### src/rtl/axis_uart_tx_arbiter.sv
// axis_uart_tx_arbiter
// Merges NUM_PORTS AXI-stream requesters into one registered stream that
// feeds the UART hex transmitter. Arbitration is round-robin and
// packet-granular: once a requester is granted, it keeps the output until
// its tlast beat has been accepted.
// Optional feature: define AXIS_UART_TX_ARB_TAG_EN to emit one header beat
// (the zero-extended granted index, tlast=0) ahead of every packet.

module axis_uart_tx_arbiter #(
    parameter int NUM_PORTS  = 4,
    parameter int DATA_WIDTH = 32
) (
    input  logic                            aclk,
    input  logic                            aresetn,
    input  logic [NUM_PORTS-1:0]            s_tvalid,
    input  logic [NUM_PORTS-1:0]            s_tlast,
    input  logic [NUM_PORTS*DATA_WIDTH-1:0] s_tdata,
    output logic [NUM_PORTS-1:0]            s_tready,
    output logic                            m_tvalid,
    output logic                            m_tlast,
    output logic [DATA_WIDTH-1:0]           m_tdata,
    input  logic                            m_tready,
    output logic [2:0]                      grant_idx
);

`ifdef AXIS_UART_TX_ARB_TAG_EN
    typedef enum logic [1:0] {
        IDLE = 2'd0,
        TAG  = 2'd1,
        PKT  = 2'd2
    } state_t;
`else
    typedef enum logic [1:0] {
        IDLE = 2'd0,
        PKT  = 2'd2
    } state_t;
`endif

    state_t                  state_q;
    state_t                  state_d;
    logic [2:0]              grant_q;
    logic [2:0]              last_grant_q;
    logic [2:0]              pick_idx;
    logic                    pick_found;
    logic [7:0]              valid_pad;
    logic [7:0]              last_pad;
    logic [DATA_WIDTH-1:0]   data_arr [8];
    logic                    out_free;
    logic                    beat_accept;
    logic                    beat_last;
    logic                    tag_load;

    // Port vectors are widened to eight entries so that the 3-bit grant
    // index can select from them for every legal NUM_PORTS.
    assign valid_pad = 8'(s_tvalid);
    assign last_pad  = 8'(s_tlast);

    for (genvar i = 0; i < 8; i++) begin : g_data
        if (i < NUM_PORTS) begin : g_used
            assign data_arr[i] = s_tdata[i*DATA_WIDTH +: DATA_WIDTH];
        end else begin : g_pad
            assign data_arr[i] = '0;
        end
    end

    // Round-robin candidate: the port 'step' positions after 'base'.
    function automatic logic [2:0] rr_next(input logic [2:0] base, input int step);
        int sum;
        sum = (int'(base) + step) % NUM_PORTS;
        return sum[2:0];
    endfunction

    // The output register can take a new beat when empty or draining now.
    assign out_free    = !m_tvalid || m_tready;
    assign beat_accept = (state_q == PKT) && valid_pad[grant_q] && out_free;
    assign beat_last   = last_pad[grant_q];
    assign grant_idx   = grant_q;

`ifdef AXIS_UART_TX_ARB_TAG_EN
    assign tag_load = (state_q == TAG) && out_free;
`else
    assign tag_load = 1'b0;
`endif

    // Find the first valid requester after the last one that finished a packet.
    always_comb begin
        pick_found = 1'b0;
        pick_idx   = last_grant_q;
        for (int k = 1; k <= NUM_PORTS; k++) begin
            if (!pick_found && valid_pad[rr_next(last_grant_q, k)]) begin
                pick_found = 1'b1;
                pick_idx   = rr_next(last_grant_q, k);
            end
        end
    end

    // FSM state register.
    always_ff @(posedge aclk or negedge aresetn) begin
        if (!aresetn) begin
            state_q <= IDLE;
        end else begin
            state_q <= state_d;
        end
    end

    // FSM next-state: a packet owns the output until its tlast beat is taken.
    always_comb begin
        state_d = state_q;
        case (state_q)
            IDLE: begin
                if (pick_found) begin
`ifdef AXIS_UART_TX_ARB_TAG_EN
                    state_d = TAG;
`else
                    state_d = PKT;
`endif
                end
            end
`ifdef AXIS_UART_TX_ARB_TAG_EN
            TAG: begin
                if (out_free) begin
                    state_d = PKT;
                end
            end
`endif
            PKT: begin
                if (beat_accept && beat_last) begin
                    state_d = IDLE;
                end
            end
            default: state_d = IDLE;
        endcase
    end

    // FSM outputs: only the granted requester sees ready, and only in PKT.
    always_comb begin
        s_tready = '0;
        if (state_q == PKT) begin
            for (int i = 0; i < NUM_PORTS; i++) begin
                if (grant_q == 3'(i)) begin
                    s_tready[i] = out_free;
                end
            end
        end
    end

    // Grant bookkeeping and the single-entry output register.
    always_ff @(posedge aclk or negedge aresetn) begin
        if (!aresetn) begin
            grant_q      <= 3'd0;
            last_grant_q <= 3'(NUM_PORTS - 1);
            m_tvalid     <= 1'b0;
            m_tlast      <= 1'b0;
            m_tdata      <= '0;
        end else begin
            if ((state_q == IDLE) && pick_found) begin
                grant_q <= pick_idx;
            end
            if (beat_accept && beat_last) begin
                last_grant_q <= grant_q;
            end
            if (beat_accept) begin
                m_tvalid <= 1'b1;
                m_tdata  <= data_arr[grant_q];
                m_tlast  <= beat_last;
            end else if (tag_load) begin
                m_tvalid <= 1'b1;
                m_tdata  <= {{(DATA_WIDTH-3){1'b0}}, grant_q};
                m_tlast  <= 1'b0;
            end else if (m_tready) begin
                m_tvalid <= 1'b0;
            end
        end
    end

endmodule

### config.mk
export PLATFORM = sky130hd
export DESIGN_NAME = axis_uart_tx_arbiter
export DESIGN_NICKNAME = d
export VERILOG_FILES = /design/src/rtl/axis_uart_tx_arbiter.sv
export SDC_FILE = /design/constraint.sdc
export NUM_CORES = 1
export LEC_CHECK = 0
export ABC_AREA = 1
export BUFFER_PORTS_ARGS = -buffer_cell sky130_fd_sc_hd__buf_2
export CAP_MARGIN = 0
export CORE_ASPECT_RATIO = 0.8
export CORE_MARGIN = 8
export CORE_UTILIZATION = 38
export CTS_BUF_LIST = sky130_fd_sc_hd__clkbuf_16
export DETAILED_ROUTE_END_ITERATION = 8
export GPL_ROUTABILITY_DRIVEN = 0
export GPL_TIMING_DRIVEN = 0
export HOLD_SLACK_MARGIN = 0.02
export PLACE_DENSITY = 0.76
export SLEW_MARGIN = 25
export SYNTH_ARGS = -nofsm -noshare
export SYNTH_HDL_FRONTEND = slang
export SYNTH_SLANG_ARGS = --single-unit
### constraint.sdc
create_clock -name aclk -period 1.7 [get_ports aclk]
set_clock_uncertainty 0.05 [all_clocks]
set_input_delay 0.34 -clock aclk [delete_from_list [all_inputs] [get_ports aclk]]
set_output_delay 0.34 -clock aclk [all_outputs]
set_load 0.02 [all_outputs]
### After elaboration in Yosys (flattened, before gate mapping)

Index checks and enable logic that the tools add are counted.

* output and inout bits: 41
* register bits after elaboration: 42

* mux-type cells: 33
* add/sub/neg operators: 4
* bitwise operators: 5
* equality and inequality tests: 6
* reductions and logical operators: 20
* $lt $le $gt $ge: 6

Operator list (count)
* 32-bit binary-select mux with 3-bit select: 1
* 32-bit two-way mux: 2
* 3-bit by 4-bit less-than comparator with 1-bit output (second input constant): 5
* 1-bit binary-select mux with 3-bit select: 6
* 1-bit two-way mux: 16
* 3-bit two-way mux: 4
* 2-bit OR reduction: 4
* 1-bit logical AND: 7
* 3-bit by 2-bit == test with 1-bit output (second input constant): 2
* 2-bit by 1-bit adder with 2-bit output (second input constant): 2
* 2-bit adder (second input constant): 2
* 1-bit AND (first input constant): 4
* 4-bit greater-or-equal comparator (second input constant): 1
* 1-bit logical NOT: 4
* 2-bit two-way mux: 2
* 4-bit two-way mux: 1
* 3-bit NOT with 4-bit output: 1
* 2-bit case mux with 2 select lines: 1
* 3-bit by 1-bit == test with 1-bit output (second input constant): 1
* 3-bit logical NOT: 1
* 2-bit == test (second input constant): 1
* 2-bit logical NOT: 1
* 2-bit by 1-bit != test with 1-bit output (second input constant): 1
* 2-bit != test (second input constant): 1
* 3 further kinds: 3

### Depth between registers and ports, before layout

Gate-level depths: netlist of run 1.

* word-level depth: 17
* mapped depth: 12
* depth with buffers taken out: 11

### Worst setup path after synthesis of run 1

OpenSTA, ideal clock, no wires.

* path type: register to output
* start: register grant_q[0], in the netlist grant_idx[0]
* end: output port s_tready[0]
* data required time: 1310 ps
* arrival time: 1290 ps
* cell stages (with the launch flop): 5
* path slack: 20 ps
* path through: dfrtp_1 -> nor2_2 -> inv_1 -> clkbuf_1 -> nor2_1

* longest elaborated chain between the ends: 3

Ends and longest elaborated chain
* start: declaration: RTL line 41 `logic [2:0] grant_q;`
* start signal: assignment: RTL line 157 `grant_q <= pick_idx;`
* 3-bit logical NOT: RTL line 140 `if (grant_q == 3'(i)) begin`
* 1-bit two-way mux: RTL line 140
* 4-bit two-way mux: RTL line 138 `if (state_q == PKT) begin`
* end: declaration: RTL line 18 `output logic [NUM_PORTS-1:0] s_tready,`

No other way between the ends.

### Final worst setup path of run 1

* start: register grant_q[1], in the netlist grant_idx[1]
* end: register last_grant_q[1]

* longest elaborated chain between the ends: 5
* elaborated cells between the ends (all ways): 7
* those cells by class: mux: 4; reduce/logical: 3

Ends and longest elaborated chain
* 1-bit binary-select mux with 3-bit select: RTL line 75 `assign beat_accept = (state_q == PKT) && valid_pad[grant_q] && out_free;`
* 1-bit two-way mux (not written as such): RTL line 75
* 1-bit logical AND (2 in a row): RTL line 75
* 1-bit logical AND: RTL line 159 `if (beat_accept && beat_last) begin`
* end signal: assignment: RTL line 151 `last_grant_q <= 3'(NUM_PORTS - 1);`
* end signal: assignment: RTL line 160 `last_grant_q <= grant_q;`
* end: declaration: RTL line 42 `logic [2:0] last_grant_q;`

Parallel ways exist; a longest one is shown, timed or not. The select of a mux whose other input is x is not followed.
A chain may end at the register's enable or synchronous reset.

==> summary.txt, run 1 <==
Setup path
  – WP data required: 1.84 ns
  – CP peak stage delay: 0.46 ns
  – Startpoint Class: flop
  – Critical R2R Capture: last_grant_q[1]$_DFFE_PN1P_
  – Worst r2r src: grant_idx[1]$_DFFE_PN0P_
  – Most frequent CP cell: nand2_2
  – Crit end category: flop
  – Kind of critical path: reg2reg
  – CP cell instances: inv_1, nand2_2, o22ai_2, nor2_4, nor2_8, buf_6, nand2_2, o21ai_0
  – Crit path max fanout: 7
  – Reg2Reg Depth: 8
  – Worst-path cell with the longest stage delay: dfrtp_2
  – R2r setup slk: -0.003 ns
  – Worst Path Arrival: 1.84 ns

Cells and area
  – Final #Nets: 724
  – Layout cells sized above 1: 0.433
  – Fin cells: 670
  – Filler cell count: 609
  – Area Overhead vs Synth: 57.2%
  – # diodes: 0
  – Final Cell Area: 4040 um^2

Timing
  – Setup ws final: -0.00258 ns
  – Pins Over Slew Limit: 0
  – Max transition margin: 0.398
  – Max Fclk: 0.587 GHz
  – Final period util: 1.00
  – Hold violation count in the final report: 0
  – Setup Viol. Count Final: 2
  – Post-layout min period: 1.70 ns
  – Worst Max-Slew Pin Slew: 0.903 ns
  – Hold_ws: 0.133 ns
  – RSZ-0062 raised after global routing: yes

Synthesis
  – Share of flip-flops with an asynchronous set or reset: 1.00
  – Share of the synthesized area in the top cell type: 0.370
  – Yosys cell types: 22
  – Share of the yosys chip area belonging to registers: 0.390
  – Most frequent cells after synthesis: nand2_1 (140), nor2_1 (55), dfrtp_1 (38)
  – Post-Syn Area: 2570 um^2
  – Top-count cell post-synth: nand2_1
  – Syn_nets: 527
  – Synth warn: 0
  – Area leader, netlist: dfrtp_1
  – Post-synth EDFFs: 0
  – Synthesis-stage register bit count: 40
  – Top_reg_cell synth: dfrtp_1
  – Top cells by area, synth: dfrtp_1 (37%), nand2_1 (20%), nor2_1 (8.0%)
  – Gate Count Post-Synth: 388
  – Mean Syn Cell Area: 6.62 um^2

Power
  – PwrDens: 1970 nW/um^2
  – Max VDD drop: 0.000883 V
  – Leakage Power: 2.23 nW

Clocking
  – TritonCTS buffer count: 5
  – CTS sink cnt: 40
  – Clock slew at reported path FFs: 0.06 ns
  – Clk root buf: clkbuf_16
  – CTS tree: done
  – Clk buf depth: 2
  – H-tree levels: 2
  – Latest clock arrival within the worst-skew pair: 0.27 ns

Global route
  – Global route overflow: 0
  – Met1 usage: 0.253
  – Total Routing Usage GR: 0.214
  – Pin count of the biggest net entering global routing: 41
  – Grt met3 use: 0.0634
  – Antenna violations before repair: 0
  – Vias in the first global route: 3443
  – Busiest grt layer: met2
  – Met2 Usage GRT: 0.379
  – First-pass GRT wire length: 16400 um

Routing
  – DRT iter0 DRCs: 110
  – DR vias: 3284
  – 1st-pass router iterations: 4
  – DR WL/cell: 16.1 um
  – Total wire length: 10800 um
  – Via density per instance: 4.90
  – # DRC: 0
  – Routed Antenna Nets: 0

Floorplanning
  – DIE HEIGHT: 89.6 um
  – Die X: 108 um
  – Core area: 6470 um^2
  – Initial Utilization: 0.397
  – Boundary pin count: 180
  – Die area: 9670 um^2
  – Row count: 26

Min path
  – Hold WC Path Type: in2async

Placed design
  – Placed standard-cell area: 3570 um^2
  – DP Wirelength: 8390 um
  – Number of port buffers: 179
  – Dpl cells: 651

Run
  – MaxCap Viol Count: 0

Status
  – Outcome: finished, violations left
  – Failing checks: setup timing
routing by layer:
| metal | part of all wire | vias up |
|---|---|---|
| li1 | - | 1634 |
| met1 | 0.41 | 1507 |
| met2 | 0.50 | 137 |
| met3 | 0.083 | 6 |
| met4 | 0.0072 | 0 |
| met5 | 0 | - |
state kept, by name, indices dropped and copies added, names as in the netlist:
| name | count |
|---|---|
| last_grant_q | 2 |
| state_q | 1 |
| grant_idx | 3 |
| m_tdata | 32 |
| m_tvalid | 1 |
| m_tlast | 1 |
kinds of logic after synthesis:
logic type,Yosys count,synth area share
AND/OR/NAND/NOR,223,0.354
AO/OA/AOI/OAI,68,0.163
buffers and inverters,57,0.0925
flip-flops,40,0.390
worst max-delay path: cells and delay by family, from the launching register on:
kind	cells	cell delay, ns
AOI/OAI and AO/OA	2	0.42
buffers and inverters	2	0.25
DFF	1	0.46
and+or+nand+nor	4	0.44
how the worst max path moves through the flow:
stage / start / to / slack (ns)
floorplan: grant_idx[0]$_DFFE_PN0P_ / s_tready[0] / 0.02
global placement: grant_idx[0]$_DFFE_PN0P_ / s_tready[0] / -0.17
detailed placement: grant_idx[0]$_DFFE_PN0P_ / s_tready[0] / -0.19
CTS: m_tvalid$_DFFE_PN0P_ / s_tready[1] / 0.002
global route: grant_idx[1]$_DFFE_PN0P_ / last_grant_q[1]$_DFFE_PN1P_ / -0.12
finish: grant_idx[1]$_DFFE_PN0P_ / last_grant_q[1]$_DFFE_PN1P_ / -0.003
power breakdown:
part / switching [mW] / leakage (nW) / total, mW / internal (mW)
clock: 0.354 / 0.0789 / 1.04 / 0.682
sequential: 0.347 / 0.454 / 1.81 / 1.46
combinational: 3.10 / 1.70 / 5.13 / 2.03
placed cells by master, fill, tap and decap left out, types with 3 or more instances in the layout:
master,instances
a211oi_1,14
nand2_1,127
a22oi_1,12
a211oi_2,4
nor2_4,4
nor2_1,53
buf_6,6
a21oi_1,32
clkbuf_16,6
buf_2,179
buf_4,14
inv_1,30
nand4_1,3
and3_1,12
dfrtp_1,36
buf_8,3
o21ai_0,3
inv_2,6
nand3_1,6
clkbuf_2,5
nand2_2,14
layout make-up:
class	instances	area (um^2)	share of cell area
Clock buffer	5	125	0.0310
Sequential cell	40	1010	0.249
Tap cell	84	105	0.0260
Clock inverter	3	37.5	0.00929
Inverter	37	143	0.0353
Timing Repair Buffer	193	1040	0.257
Buffer	17	141	0.0350
Multi-Input combinational cell	291	1440	0.357
per-stage QoR:
step                      setup TNS, ns  power, mW  utilization  setup slack [ns]
after detailed placement          -4.20       6.14        0.552            -0.190
after floorplan                       0       4.63            -            0.0200
final                          -0.00502       7.98        0.624          -0.00258
after global placement            -2.48       6.00        0.552            -0.172
after CTS                             0       7.53        0.598           0.00216
after global routing              -1.89       8.64        0.624            -0.118
repair_timing:
item	CTS	global route
buffers inserted	8	5
endpoints found under the setup margin	41	41
pin swaps	2	15
hold buffers	0	0
gates resized for setup	32	47
gates cloned	0	1
No activity file was read; power rests on OpenSTA's default activity.
==> run 2: changes to the inputs <==
- CELL_PAD_IN_SITES_DETAIL_PLACEMENT: unset -> 2
- CELL_PAD_IN_SITES_GLOBAL_PLACEMENT: unset -> 2
- CORE_UTILIZATION: 38 -> 18
==> run 2 against run 1 <==
  * Worst setup slack worse by 0.071 ns
  * Wire length up 48%
  * Count of clock-buffer cells in the layout unchanged
  * Sequential share of layout area down 3.9 points
  * Utilization down 28 points
  * The run ends with hold timing, setup timing left
  * Global-route usage down 5.2 points
  * Largest power group unchanged
  * Worst hold slack worse by 0.14 ns
  * First-iteration DRC count down 12%
  * Critical endpoint is now grant_idx[0]$_DFFE_PN0P_
  * Power up 27%
  * Via count up 7.9%
  * Largest cell class unchanged
==> summary.txt, run 2 (synthesis gave the netlist of run 1 again) <==
Cells and area
  – Final Cell Area: 4790 um^2 (+19%)
  – Commonest non-fill, non-tap cells in the layout: buf_2 (174), nand2_1 (117), dfrtp_1 (36), inv_1 (29), nor2_1 (28)
  – Final #Nets: 740 (+2.2%)
  – Layout cells sized above 1: 0.563 (+0.130)
  – Commonest non-fill, non-tap cell in the layout: buf_2
  – Number of flip-flops in the largest register: 32 (unchanged)
  – Filler cell count: 1697 (+180%)
  – Most flop-heavy register: m_tdata
  – Area Overhead vs Synth: 86.3%

Placed design
  – Number of port buffers: 179 (unchanged)
  – DP Wirelength: 11600 um (+39%)
  – Placed standard-cell area: 3700 um^2 (+3.5%)

Clocking
  – Clk buf depth: 2 (unchanged)
  – CTS sink cnt: 40 (unchanged)
  – CTS tree: done
  – H-tree levels: 2 (unchanged)
  – Clock slew at reported path FFs: 0.06 ns (about the same)
  – Clk root buf: clkbuf_16
  – TritonCTS buffer count: 5 (unchanged)
  – Latest clock arrival within the worst-skew pair: 0.28 ns (about the same)

Timing
  – Setup TNS: -0.290 ns (-0.285 ns)
  – Setup Viol. Count Final: 10 (+8)
  – Hold violation count in the final report: 6 (+6)
  – Setup ws final: -0.0739 ns (-0.0713 ns)
  – RSZ-0062 raised after global routing: yes
  – Worst Max-Slew Pin Slew: 0.567 ns (-0.336 ns)
  – Hold_ws: -0.00642 ns (-0.139 ns)
  – Post-layout min period: 1.77 ns (+0.0713 ns)
  – Final period util: 1.04 (+0.0420)
  – Max transition margin: 0.622 (+0.224)
  – Pins Over Slew Limit: 0 (unchanged)
  – Max Fclk: 0.564 GHz (-4.0%)

Setup path
  – CP cell instances: clkinvlp_4, nand2_2, nand2_2, nand2_2, nand2_4, buf_4, nand2_2, nand2_2, nand2_2, nand2_2, nand2_2, nand2_1
  – Kind of critical path: reg2reg
  – Crit-path leading delay family: simple AND/OR/NAND/NOR gates
  – Buf/Inv on CP: 2 (unchanged)
  – Reg2Reg Depth: 12 (+4)
  – Startpoint Class: flop
  – Crit path max fanout: 7 (unchanged)
  – Worst Path Arrival: 1.90 ns (+0.06 ns)
  – Crit end category: flop
  – Crit. path cell count: 12 (+4)
  – Worst-path cell with the longest stage delay: dfstp_2
  – Most frequent CP cell: nand2_2
  – CP peak stage delay: 0.59 ns (+0.13 ns)
  – WP data required: 1.83 ns (about the same)

Global route
  – Antenna violations before repair: 1 (+1)
  – Pin count of the biggest net entering global routing: 41 (unchanged)
  – Total Routing Usage GR: 0.162 (-0.0515)
  – First-pass GRT wire length: 23000 um (+40%)
  – Vias in the first global route: 4134 (+20%)
  – Global route overflow: 0 (unchanged)

Power
  – Leakage Power: 2.40 nW (+7.8%)
  – Max VDD drop: 0.000589 V (-33%)
  – Seq pwr share: 0.190 (-0.037)
  – Power, Total: 10.1 mW (+27%)
  – PwrDens: 2110 nW/um^2 (+6.8%)
  – Clk pwr share: 0.093 (-0.037)
  – Pint: 5.07 mW (+21%)
  – Switch share: 0.498 (+0.0215)
  – Gate power share: 0.718 (+0.075)
  – Psw: 5.03 mW (+32%)

Routing
  – Via density per instance: 4.50 (-8.1%)
  – DR vias: 3545 (+7.9%)
  – Total wire length: 15900 um (+48%)
  – DRT iter0 DRCs: 97 (-12%)
  – # DRC: 0 (unchanged)
  – 1st-pass router iterations: 4 (unchanged)
  – DR WL/cell: 20.2 um (+26%)
  – Routed Antenna Nets: 0 (unchanged)

Floorplanning
  – Die area: 18400 um^2 (+90%)
  – Initial Utilization: 0.182 (-0.215)
  – Row count: 39 (+50%)
  – Boundary pin count: 180 (unchanged)
  – DIE HEIGHT: 123 um (+37%)
  – Core area: 14100 um^2 (+120%)
  – Die X: 150 um (+39%)

Status
  – Outcome: finished, violations left
  – Failing checks: hold timing, setup timing

Min path
  – Hold WC Path Type: in2async

Run
  – MaxCap Viol Count: 0 (unchanged)
-- run 2: cell types whose count changed in the layout (fill, tap and decap cells not counted), moves of 10 or more --
cell	change
nor2_1	-25
a21oi_2	+23
nand2_1	-10
nor2_4	+14
nor2_2	+11
a21oi_1	-23
-- run 2: metrics by stage --
step	cells	util	setup WS [ns]	hold WS, ns
after floorplan	388	-	0.0200	-0.00559
after global placement	751	0.262	-0.333	0.402
after detailed placement	751	0.262	-0.426	0.420
after CTS	779	0.301	-0.0822	0.212
after global routing	787	0.340	-0.171	0.0354
final	787	0.340	-0.0739	-0.00642
-- run 2: area by class of cell --
type / count / area, um^2 / share of cell area
Antenna cell: 1 / 2.50 / 0.000523
Buffer: 18 / 214 / 0.0447
Clock buffer: 5 / 125 / 0.0261
Clock inverter: 3 / 13.8 / 0.00287
Inverter: 37 / 145 / 0.0303
Multi-Input combinational cell: 291 / 1780 / 0.372
Sequential cell: 40 / 1010 / 0.210
Tap cell: 184 / 230 / 0.0481
Timing Repair Buffer: 208 / 1270 / 0.266
-- run 2: repair_timing --
item / in CTS / in global routing
gates cloned: 1 / 3
buffers inserted: 20 / 5
setup endpoints to repair: 44 / 43
pin swaps: 11 / 21
gates resized for setup: 76 / 125
hold buffers: 0 / 0
-- run 2: worst register-to-register path, cell delays in order, from the launching register on --
cell        delay (ns)
dfstp_2           0.59
clkinvlp_4        0.22
nand2_2           0.13
nand2_2           0.07
nand2_2           0.10
nand2_4           0.06
buf_4             0.13
nand2_2           0.05
nand2_2           0.06
nand2_2           0.06
nand2_2           0.05
nand2_2           0.05
nand2_1           0.05
-- run 2: worst paths after layout --
check / from / endpoint / slack [ns]
min in group aclk: s_tdata[46] / m_tdata[14]$_DFFE_PN0P_ / 0.30
setup / recovery: last_grant_q[0]$_DFFE_PN1P_ / grant_idx[0]$_DFFE_PN0P_ / -0.07
setup reg to reg: last_grant_q[0]$_DFFE_PN1P_ / grant_idx[0]$_DFFE_PN0P_ / -0.07
max in group asynchronous: aresetn / grant_idx[0]$_DFFE_PN0P_ / 1.18
hold / removal: aresetn / m_tdata[10]$_DFFE_PN0P_ / -0.006
hold reg to reg: m_tdata[0]$_DFFE_PN0P_ / m_tdata[0]$_DFFE_PN0P_ / 0.44
-- run 2: layer usage --
| layer | GRT usage | wire length, um | vias up |
|---|---|---|---|
| li1 | - | - | 1674 |
| met2 | 0.294 | 8090 | 115 |
| met1 | 0.186 | 6660 | 1738 |
| met5 | 0 | 0 | - |
| met3 | 0.0427 | 863 | 18 |
| met4 | 0.0390 | 280 | 0 |
-- run 2: power by group through the flow --
stage / clock network [mW] / registers (mW) / logic (mW)
global placement: 0 / 1.73 / 4.56
CTS: 0.961 / 1.80 / 5.82
global route: 0.994 / 1.98 / 7.81
finish: 0.935 / 1.92 / 7.25
detailed placement: 0 / 1.78 / 4.78
floorplan: 0 / 2.24 / 2.39
